<file path="src/rtl/df_ctrl_pkg.sv">
// df_ctrl_pkg: shared constants and types for the dataflow controller
// configuration path.
//   - SAURIA_NARGS : number of 64-bit SAURIA arguments (two 32-bit words each)
//   - register offsets of the controller's AXI-Lite slave
//   - bit patterns written to CTRL / IEN / ISTAT
//   - seq_state_t  : states of the job sequencer FSM
package df_ctrl_pkg;

    localparam int SAURIA_NARGS = 4;

    localparam logic [31:0] REG_CTRL     = 32'h0000_0000;
    localparam logic [31:0] REG_IEN      = 32'h0000_0008;
    localparam logic [31:0] REG_ISTAT    = 32'h0000_000C;
    localparam logic [31:0] REG_ARG_BASE = 32'h0000_0010;

    localparam logic [31:0] CTRL_START    = 32'h0000_0001;
    localparam logic [31:0] CTRL_DONE_CLR = 32'h0000_0002;
    localparam logic [31:0] IEN_ENABLE    = 32'h0000_0001;
    localparam logic [31:0] ISTAT_CLR     = 32'h0000_0001;

    localparam logic [3:0]  WSTRB_ALL     = 4'hF;

    typedef enum logic [2:0] {
        SEQ_INIT     = 3'd0,
        SEQ_IDLE     = 3'd1,
        SEQ_CFG      = 3'd2,
        SEQ_START    = 3'd3,
        SEQ_WAIT     = 3'd4,
        SEQ_CLR_INT  = 3'd5,
        SEQ_CLR_DONE = 3'd6
    } seq_state_t;

endpackage

</file>
<file path="src/rtl/df_axil_single_write.sv">
// df_axil_single_write: issues one AXI-Lite write at a time.
//   req/addr/data : held by the requester until ack; addr/data must stay stable
//   ack           : one cycle, the cycle the write response is accepted
//   resp          : bresp of that response (valid with ack)
//   m_aw*/m_w*/m_b* : AXI-Lite write channels toward the slave
// AW and W are raised together and dropped together after the joint
// handshake; bready is then held until bvalid.
module df_axil_single_write
    import df_ctrl_pkg::*;
#(
    parameter int ADDR_WIDTH = 32
) (
    input  logic                  clk,
    input  logic                  rst,
    input  logic                  req,
    input  logic [ADDR_WIDTH-1:0] addr,
    input  logic [31:0]           data,
    output logic                  ack,
    output logic [1:0]            resp,
    output logic                  m_awvalid_o,
    input  logic                  m_awready_i,
    output logic [ADDR_WIDTH-1:0] m_awaddr_o,
    output logic                  m_wvalid_o,
    input  logic                  m_wready_i,
    output logic [31:0]           m_wdata_o,
    output logic [3:0]            m_wstrb_o,
    input  logic                  m_bvalid_i,
    output logic                  m_bready_o,
    input  logic [1:0]            m_bresp_i
);

    // armed keeps the valids low while reset is applied and for the first
    // cycle after it, even though the sequencer already requests in INIT.
    logic armed;
    logic wait_b;

    always_ff @(posedge clk or posedge rst) begin
        if (rst) begin
            armed  <= 1'b0;
            wait_b <= 1'b0;
        end else begin
            armed <= 1'b1;
            if (m_awvalid_o && m_awready_i && m_wready_i) begin
                wait_b <= 1'b1;
            end else if (wait_b && m_bvalid_i) begin
                wait_b <= 1'b0;
            end
        end
    end

    // Valids come straight from the request so a write costs only the
    // handshake cycle plus the response cycle.
    assign m_awvalid_o = armed && req && !wait_b;
    assign m_wvalid_o  = m_awvalid_o;
    assign m_awaddr_o  = addr;
    assign m_wdata_o   = data;
    assign m_wstrb_o   = WSTRB_ALL;
    assign m_bready_o  = wait_b;
    assign ack         = wait_b && m_bvalid_i;
    assign resp        = m_bresp_i;

endmodule

</file>
<file path="src/rtl/df_job_sequencer.sv">
// df_job_sequencer: job FIFO + sequencer in front of the dataflow controller's
// AXI-Lite configuration slave. For each queued register set it writes the
// argument words, pulses start, waits for the interrupt (or watchdog), then
// clears the interrupt and done bits.
//   job_valid_i/job_ready_o/job_data_i : job push interface
//   ctrl_intr_i                        : controller interrupt (level)
//   m_aw*/m_w*/m_b*/m_arvalid_o/m_rready_o : AXI-Lite master (reads unused)
//   busy_o, job_done_o, timeout_o, resp_err_o, fifo_count_o : status
module df_job_sequencer
    import df_ctrl_pkg::*;
#(
    parameter int N_REGS         = SAURIA_NARGS * 2,
    parameter int JOB_DEPTH      = 2,
    parameter int ADDR_WIDTH     = 32,
    parameter int TIMEOUT_CYCLES = 0
) (
    input  logic                         clk,
    input  logic                         rst,
    input  logic                         job_valid_i,
    output logic                         job_ready_o,
    input  logic [N_REGS*32-1:0]         job_data_i,
    input  logic                         ctrl_intr_i,
    output logic                         m_awvalid_o,
    input  logic                         m_awready_i,
    output logic [ADDR_WIDTH-1:0]        m_awaddr_o,
    output logic                         m_wvalid_o,
    input  logic                         m_wready_i,
    output logic [31:0]                  m_wdata_o,
    output logic [3:0]                   m_wstrb_o,
    input  logic                         m_bvalid_i,
    output logic                         m_bready_o,
    input  logic [1:0]                   m_bresp_i,
    output logic                         m_arvalid_o,
    output logic                         m_rready_o,
    output logic                         busy_o,
    output logic                         job_done_o,
    output logic                         timeout_o,
    output logic                         resp_err_o,
    output logic [$clog2(JOB_DEPTH):0]   fifo_count_o
);

    localparam int PW = (JOB_DEPTH > 1) ? $clog2(JOB_DEPTH) : 1;
    localparam int CW = $clog2(JOB_DEPTH) + 1;
    localparam int IW = (N_REGS > 1) ? $clog2(N_REGS) : 1;

    localparam logic [2:0] ST_INIT     = SEQ_INIT;
    localparam logic [2:0] ST_IDLE     = SEQ_IDLE;
    localparam logic [2:0] ST_CFG      = SEQ_CFG;
    localparam logic [2:0] ST_START    = SEQ_START;
    localparam logic [2:0] ST_WAIT     = SEQ_WAIT;
    localparam logic [2:0] ST_CLR_INT  = SEQ_CLR_INT;
    localparam logic [2:0] ST_CLR_DONE = SEQ_CLR_DONE;

    logic [2:0]           state;
    logic [IW-1:0]        idx;
    logic [31:0]          wd_cnt;
    logic                 timed_out;

    logic [N_REGS*32-1:0] mem [JOB_DEPTH];
    logic [PW-1:0]        wr_ptr;
    logic [PW-1:0]        rd_ptr;
    logic [CW-1:0]        count;
    logic                 push;
    logic                 pop;
    logic [31:0]          head_word;

    logic                  wr_req;
    logic [ADDR_WIDTH-1:0] wr_addr;
    logic [31:0]           wr_data;
    logic                  wr_ack;
    logic [1:0]            wr_resp;

    // Readiness uses the registered count only, so a full FIFO refuses a
    // push even in the cycle it pops.
    assign job_ready_o  = (count < CW'(JOB_DEPTH));
    assign push         = job_valid_i && job_ready_o;
    assign pop          = (state == ST_START) && wr_ack;
    assign fifo_count_o = count;
    // The head slot is never overwritten while non-empty, so the data
    // presented during CFG stays stable across a stalled handshake.
    assign head_word    = mem[rd_ptr][{idx, 5'b0} +: 32];

    always_ff @(posedge clk) begin
        if (push) begin
            mem[wr_ptr] <= job_data_i;
        end
    end

    always_ff @(posedge clk or posedge rst) begin
        if (rst) begin
            wr_ptr <= '0;
            rd_ptr <= '0;
            count  <= '0;
        end else begin
            if (push) begin
                wr_ptr <= (wr_ptr == PW'(JOB_DEPTH - 1)) ? '0 : wr_ptr + 1'b1;
            end
            if (pop) begin
                rd_ptr <= (rd_ptr == PW'(JOB_DEPTH - 1)) ? '0 : rd_ptr + 1'b1;
            end
            count <= count + CW'(push) - CW'(pop);
        end
    end

    always_comb begin
        wr_req  = 1'b1;
        wr_addr = ADDR_WIDTH'(REG_CTRL);
        wr_data = CTRL_START;
        case (state)
            ST_INIT: begin
                wr_addr = ADDR_WIDTH'(REG_IEN);
                wr_data = IEN_ENABLE;
            end
            ST_CFG: begin
                wr_addr = ADDR_WIDTH'(REG_ARG_BASE) + (ADDR_WIDTH'(idx) << 2);
                wr_data = head_word;
            end
            ST_START: begin
                wr_addr = ADDR_WIDTH'(REG_CTRL);
                wr_data = CTRL_START;
            end
            ST_CLR_INT: begin
                wr_addr = ADDR_WIDTH'(REG_ISTAT);
                wr_data = ISTAT_CLR;
            end
            ST_CLR_DONE: begin
                wr_addr = ADDR_WIDTH'(REG_CTRL);
                wr_data = CTRL_DONE_CLR;
            end
            default: wr_req = 1'b0;
        endcase
    end

    always_ff @(posedge clk or posedge rst) begin
        if (rst) begin
            state      <= ST_INIT;
            idx        <= '0;
            wd_cnt     <= '0;
            timed_out  <= 1'b0;
            job_done_o <= 1'b0;
            timeout_o  <= 1'b0;
            resp_err_o <= 1'b0;
        end else begin
            job_done_o <= 1'b0;
            timeout_o  <= 1'b0;
            if (wr_ack && (wr_resp != 2'b00)) begin
                resp_err_o <= 1'b1;
            end
            case (state)
                ST_INIT: begin
                    if (wr_ack) state <= ST_IDLE;
                end
                ST_IDLE: begin
                    if (count != '0) begin
                        state <= ST_CFG;
                        idx   <= '0;
                    end
                end
                ST_CFG: begin
                    if (wr_ack) begin
                        if (idx == IW'(N_REGS - 1)) state <= ST_START;
                        else                        idx   <= idx + 1'b1;
                    end
                end
                ST_START: begin
                    if (wr_ack) begin
                        state     <= ST_WAIT;
                        wd_cnt    <= '0;
                        timed_out <= 1'b0;
                    end
                end
                ST_WAIT: begin
                    if (ctrl_intr_i) begin
                        state <= ST_CLR_INT;
                    end else if ((TIMEOUT_CYCLES != 0) &&
                                 (wd_cnt == 32'(TIMEOUT_CYCLES - 1))) begin
                        state     <= ST_CLR_INT;
                        timeout_o <= 1'b1;
                        timed_out <= 1'b1;
                    end else begin
                        wd_cnt <= wd_cnt + 32'd1;
                    end
                end
                ST_CLR_INT: begin
                    if (wr_ack) state <= ST_CLR_DONE;
                end
                ST_CLR_DONE: begin
                    if (wr_ack) begin
                        state      <= ST_IDLE;
                        job_done_o <= !timed_out;
                    end
                end
                default: state <= ST_INIT;
            endcase
        end
    end

    assign busy_o      = (state != ST_INIT) && (state != ST_IDLE);
    assign m_arvalid_o = 1'b0;
    assign m_rready_o  = 1'b1;

    df_axil_single_write #(
        .ADDR_WIDTH (ADDR_WIDTH)
    ) u_wr (
        .clk         (clk),
        .rst         (rst),
        .req         (wr_req),
        .addr        (wr_addr),
        .data        (wr_data),
        .ack         (wr_ack),
        .resp        (wr_resp),
        .m_awvalid_o (m_awvalid_o),
        .m_awready_i (m_awready_i),
        .m_awaddr_o  (m_awaddr_o),
        .m_wvalid_o  (m_wvalid_o),
        .m_wready_i  (m_wready_i),
        .m_wdata_o   (m_wdata_o),
        .m_wstrb_o   (m_wstrb_o),
        .m_bvalid_i  (m_bvalid_i),
        .m_bready_o  (m_bready_o),
        .m_bresp_i   (m_bresp_i)
    );

endmodule

</file>
<file path="config.mk">
export PLATFORM = sky130hd
export DESIGN_NAME = df_job_sequencer
export DESIGN_NICKNAME = d
export VERILOG_FILES = /design/src/rtl/df_ctrl_pkg.sv /design/src/rtl/df_axil_single_write.sv /design/src/rtl/df_job_sequencer.sv
export SDC_FILE = /design/constraint.sdc
export NUM_CORES = 1
export LEC_CHECK = 0
export CAP_MARGIN = 20
export CORE_MARGIN = 3
export CORE_UTILIZATION = 53
export DETAILED_ROUTE_END_ITERATION = 12
export PLACE_DENSITY = 0.88
export RECOVER_POWER = 50
export SLEW_MARGIN = 40
export SYNTH_ARGS = -nofsm -noshare
export SYNTH_HDL_FRONTEND = slang
export SYNTH_SLANG_ARGS = --single-unit
</file>
<file path="constraint.sdc">
create_clock -name clk -period 14.25 [get_ports clk]
set_input_delay 1.425 -clock clk [delete_from_list [all_inputs] [get_ports clk]]
set_output_delay 1.425 -clock clk [all_outputs]
set_load 0.02 [all_outputs]
</file>
* Word level (Yosys, flattened, before mapping) *
Memory sizes are Yosys's and may differ from the RTL's.
Cells that the tools add are included.

cells by class
  add/subtract/negate cells = 6
  $lt $le $gt $ge = 1
  eq/ne operators = 16
  shift operators = 1
  multiplexer cells = 23
  reduce and logical (&&, ||, !) cells = 20

operators by type and width
  cell                                                                      number
  256-bit by 9-bit variable part select with 32-bit output                  1
  32-bit one-hot mux with 2 select lines                                    1
  3-bit two-way mux                                                         10
  3-bit one-hot mux with 6 select lines                                     1
  6-bit one-hot mux with 3 select lines                                     1
  2-bit inequality test (second input constant)                             7
  3-bit equality test (second input constant)                               4
  1-bit logical AND                                                         9
  1-bit two-way mux                                                         9
  2-bit nonzero test                                                        4
  7-bit AND reduction                                                       1
  5-bit by 5-bit adder with 6-bit output (first input constant)             1
  3-bit by 2-bit equality test with 1-bit output (second input constant)    2
  3-bit one-hot mux with 2 select lines                                     1
  5-bit OR reduction                                                        1
  4-bit AND reduction                                                       1
  3-bit by 1-bit adder with 3-bit output (second input constant)            1
  3-bit by 1-bit equality test with 1-bit output (second input constant)    1
  3-bit logical NOT                                                         1
  3-bit by 1-bit inequality test with 1-bit output (second input constant)  1
  3-bit nonzero test                                                        1
  1-bit adder (second input constant)                                       2
  2-bit by 1-bit adder with 2-bit output                                    1
  2-bit less-than comparator (second input constant)                        1
  4 further kinds                                                           4

word-level totals
  register bits after elaboration = 14
  memory bits (writable) = 512
  input bits = 265
  output and inout port bits = 80
  logic and storage cells = 77
  memories = 1

memories
  name  words  bits a word  rd ports  clocked after Yosys merged registers in  wr ports  RTL line                text
  mem   2      256          1         0                                        1         df_job_sequencer.sv:59  logic [N_REGS*32-1:0] mem [JOB_DEPTH];

* Longest topological paths before layout *
  word-level depth = 8
  depth in mapped cells = 9
  mapped depth without buffers = 8

* By module *
Synthesis repeated with hierarchy kept, for this count alone.

unflattened totals
  cell total of the unflattened synthesis = 946
  area, all modules = 20683.6 um^2

by module, submodules not included
  module                instances  cells an instance  area an instance (um^2)  seq. area each (um^2)
  df_job_sequencer      1          866                20063.0                  15675.0
  df_axil_single_write  1          80                 620.6                    50.0

* Worst setup path after synthesis *
No wires, ideal clock.

  kind = in2reg
  start = input port job_valid_i
  end = memory mem[0][0] in the netlist's numbering (enable)
  library setup time = 0.878 ns
  data arrival time = 12.127 ns
  data required time = 13.372 ns
  setup slack = 1.245 ns
  stages = 2
  buffers on the path = 0
  cells stage by stage = nand2_1 > nor2_1

between the ends
  longest elaborated chain between the ends = 3

ends and longest elaborated chain
  element                                  RTL line                text
  start: declaration                       df_job_sequencer.sv:19  input logic job_valid_i,
  1-bit logical AND                        df_job_sequencer.sv:76  assign push = job_valid_i && job_ready_o;
  1-bit two-way mux                        df_job_sequencer.sv:84  if (push) begin
  1-bit two-way mux (not written as such)  df_job_sequencer.sv:85  mem[wr_ptr] <= job_data_i;
  end: declaration                         df_job_sequencer.sv:59

No other way between the ends.

* Worst setup path after layout *
  start = register idx[1]
  end = output port m_wdata_o[0]

between the ends
  longest elaborated chain between the ends = 2

ends and longest elaborated chain
  element                                                   RTL line                 text
  start: declaration                                        df_job_sequencer.sv:55   logic [IW-1:0] idx;
  start signal: assignment                                  df_job_sequencer.sv:162  else idx <= idx + 1'b1;
  256-bit by 9-bit variable part select with 32-bit output  df_job_sequencer.sv:81   assign head_word = mem[rd_ptr][{idx, 5'b0} +: 32];
  32-bit one-hot mux with 2 select lines                    df_job_sequencer.sv:109  case (state)
  end: declaration                                          df_job_sequencer.sv:28   output logic [31:0] m_wdata_o,

No other way between the ends.

==> impl_metrics.csv <==
group,metric,value,unit
worst_setup_path,critPathKind,"reg2out",
synth,synth_edf_count,512,
final_layout,drive_gt1_share,17.7,%
placement,gp_congestion,0.801,
detailed_routing,vias,10200,
global_route,grt_antenna_before_repair,25,
synth,syn_area,20400,µm²
clock_tree,cts_sinks,526,
final_layout,final_cells,1804,
synth,ys_top_cells_by_area,"edfxtp_1 (75%), mux4_2 (14%), mux2i_1 (3.0%), buf_4 (1.9%), dfrtp_1 (1.7%)",
synth,synth-seq-cells,526,
floorplanning,die_area,40900,µm²
floorplanning,die_w,202,µm
placement,place_worst_setup_slack,9.50,ns
synth,synth_compound_area_share,1.70,%
global_route,grt-ovfl-total,0,
power_and_ir_drop,p_switching,1.50,mW
sta,tns,0,ns
final_layout,design_area,25700,µm²
final_layout,register_area,15700,µm²
job,maxCapViolations,0,
power_and_ir_drop,p_clk_share,26.1,%
synth,yosysWarnings,0,
hold_path,min_path_type,"reg2reg",
sta,worstMarginPinSlew,0.981,ns
clock_tree,clk_path_buf_depth,3,
worst_setup_path,reg2reg_depth,4,
placement,place_inst,1690,
sta,relSlewSlack,34.6,%
synth,muxShareOfSynthArea,17.3,%
final_layout,multi_input_area,4300,µm²
synth,synth_fa_ha_area_share,0.294,%
detailed_routing,wl,43600,µm
synth,syn_area_per_cell,22.6,µm²
power_and_ir_drop,comb_power_share,31.6,%
synth,synth.top_cell.area_share,75.3,%
synth,ys_types,43,
final_layout,n_fill_cell,2300,
synth,synthArstFlopShare,2.66,%
sta,fmax,195,MHz
synth,ys_seq_area_share,77.0,%
sta,finalCritPeriodShare,36.0,%
power_and_ir_drop,p_per_area,198,nW/µm²
floorplanning,pin_count,345,
clock_tree,cts_tree,"yes",
detailed_routing,detailedRoute.firstIterationViolations,880,
clock_tree,cts_buffers,51,
floorplanning,start_util,54.0,%
power_and_ir_drop,p_leak,8.69,nW
power_and_ir_drop,p_int,3.60,mW
sta,setup_ws,9.12,ns
detailed_routing,route.detailed.drc,0,
final_layout,layout.nets,1504,
detailed_routing,via_per_inst,5.65,
power_and_ir_drop,p_sw_share,29.4,%
clock_tree,cts_root_buffer,"clkbuf_16",
floorplanning,core_area,37800,µm²
sta,hold_viol_final,0,
placement,dpl_cell_area,23900,µm²
sta,rsz0062_at_grt,"false",
clock_tree,htree_levels,2,
detailed_routing,ant_nets,0,
worst_setup_path,end_kind,"output pin",
worst_setup_path,crit_required,12.82,ns
clock_tree,cts_resized,0,
clock_tree,cts-hold-fix-buffers,0,
worst_setup_path,crit_arrival,3.71,ns
synth,synth_xor_area_share,0.214,%
synth,synth_top_family_by_area,"multiplexers",
detailed_routing,routedWlPerCell,24.2,µm
global_route,grt_pass1_wl,66000,µm
sta,slew_viol_final,0,
clock_tree,cts_setup_buffers,0,
power_and_ir_drop,irDropWorstVdd,126,µV
global_route,grt_pass1_vias,11200,
floorplanning,die_h,202,µm
run_status,status,"finished clean",
floorplanning,num_rows,71,
power_and_ir_drop,seq_power_share,42.3,%
synth,synthCells,905,
detailed_routing,drtPass1Iterations,5,
global_route,grt_use_total,21.4,%
clock_tree,clkTransAtPathRegs,0.06,ns
synth,synthTopCellsByCount,"edfxtp_1 (512), mux4_2 (128), mux2i_1 (62)",
synth,synth_top_area_cell,"edfxtp_1",
global_route,grt_max_degree,76,
placement,dp_hpwl,27300,µm
final_layout,areaGrowthSynthToFinish,25.9,%
synth,yosys.area_share.simple,0.827,%
worst_setup_path,crit_path_start_kind,"register",
power_and_ir_drop,total_power,5.09,mW
sta,setup_violations,0,
placement,portBuffers,309,
synth,synth_most_common_cell,"edfxtp_1",
sta,fin_skew,0.00977,ns
synth,synth_ff_type,"edfxtp_1",
hold_path,hold_depth,1,
sta,min_period,5.13,ns
worst_setup_path,crit_fanout,37,
clock_tree,clock_latency,0.57,ns
==> worst max-delay path: stages (launching register included) <==
cell and delay (ns):
dfrtp_1 0.52, inv_4 0.50, buf_4 0.73, mux2_2 0.41, a21oi_1 0.27, o21ai_1 0.14
clkdlybuf4s50_1 0.57
==> flip-flops by register name, summed over array words and instances, names as in the netlist, 2 cells and up <==
name / count
mem: 512
idx: 3
fifo_count_o: 2
state: 3
==> kinds of logic (layout without fill, tap and decap cells) <==
family,count (synthesis),in the layout
adder cells (fa/ha/maj),5,5
buffers and inverters,90,423
AO/OA/AOI/OAI,54,54
flip-flops,526,526
XOR/XNOR,5,5
multiplexers,192,192
other,2,57
AND/OR/NAND/NOR,31,31
==> power groups by stage <==
stage               logic, mW  clock network (mW)  registers [mW]
finish                   1.61                1.33            2.15
global route             1.72                1.42            2.18
CTS                      1.59                1.36            2.20
detailed placement       1.57                   0            2.22
global placement         1.54                   0            2.20
floorplan                1.11                   0            2.23
==> per-stage QoR <==
stage | hold slack (ns) | utilization, %
6_report | 0.498 | 68.0
2_1_floorplan | 0.460 | -
3_5_place_dp | 0.484 | 63.2
5_1_grt | 0.532 | 67.9
3_3_place_gp | 0.461 | 63.1
4_1_cts | 0.502 | 67.7
==> placed cells by master (no fill, tap or decap), types with 2 or more instances in the layout <==
cell type,n
clkbuf_16,53
nor2_1,6
diode_2,21
ha_1,4
buf_4,3
nand3_1,2
mux4_2,128
inv_1,7
clkdlybuf4s50_1,50
o31ai_1,2
clkbuf_8,6
edfxtp_1,512
nand2b_1,3
mux2i_1,62
buf_12,4
o21bai_1,2
mux2_2,2
bufinv_16,5
a21oi_1,5
conb_1,36
dfrtp_1,12
o22ai_1,30
nor3_1,2
clkbuf_1,11
dfrtp_4,2
o21ai_0,6
clkinv_1,8
xnor2_1,5
dlygate4sd3_1,259
nand2_1,6
nor3b_1,2
clkinv_2,5
buf_6,8
==> final cells by class <==
type,count,area share [%]
Clock inverter,20,0.861
Multi-Input combinational cell,323,16.7
Tap cell,511,2.49
Inverter,9,0.141
Antenna cell,21,0.204
Sequential cell,526,61.2
Timing Repair Buffer,324,12.8
Clock buffer,70,5.64
==> layer usage <==
layer | GRT usage [%] | up-vias | wire, µm
li1 | - | 4424 | -
met3 | 5.93 | 103 | 3300
met1 | 26.2 | 5218 | 15600
met4 | 7.80 | 12 | 1240
met5 | 0 | - | 77
met2 | 36.8 | 430 | 23400
==> path summary, 6_finish.rpt <==
| kind | from | to | slack, ns |
|---|---|---|---|
| setup / recovery | idx[1] | m_wdata_o[0] | 9.12 |
| hold / removal | resp_err_o | resp_err_o | 0.50 |
| min in group asynchronous | rst | u_wr.m_bready_o | 1.34 |
| hold reg to reg | resp_err_o | resp_err_o | 0.50 |
| setup reg to reg | fifo_count_o[1] | mem[1][107] | 11.27 |
| max in group asynchronous | rst | rd_ptr | 12.50 |
Power figures use the tool's default switching activity.
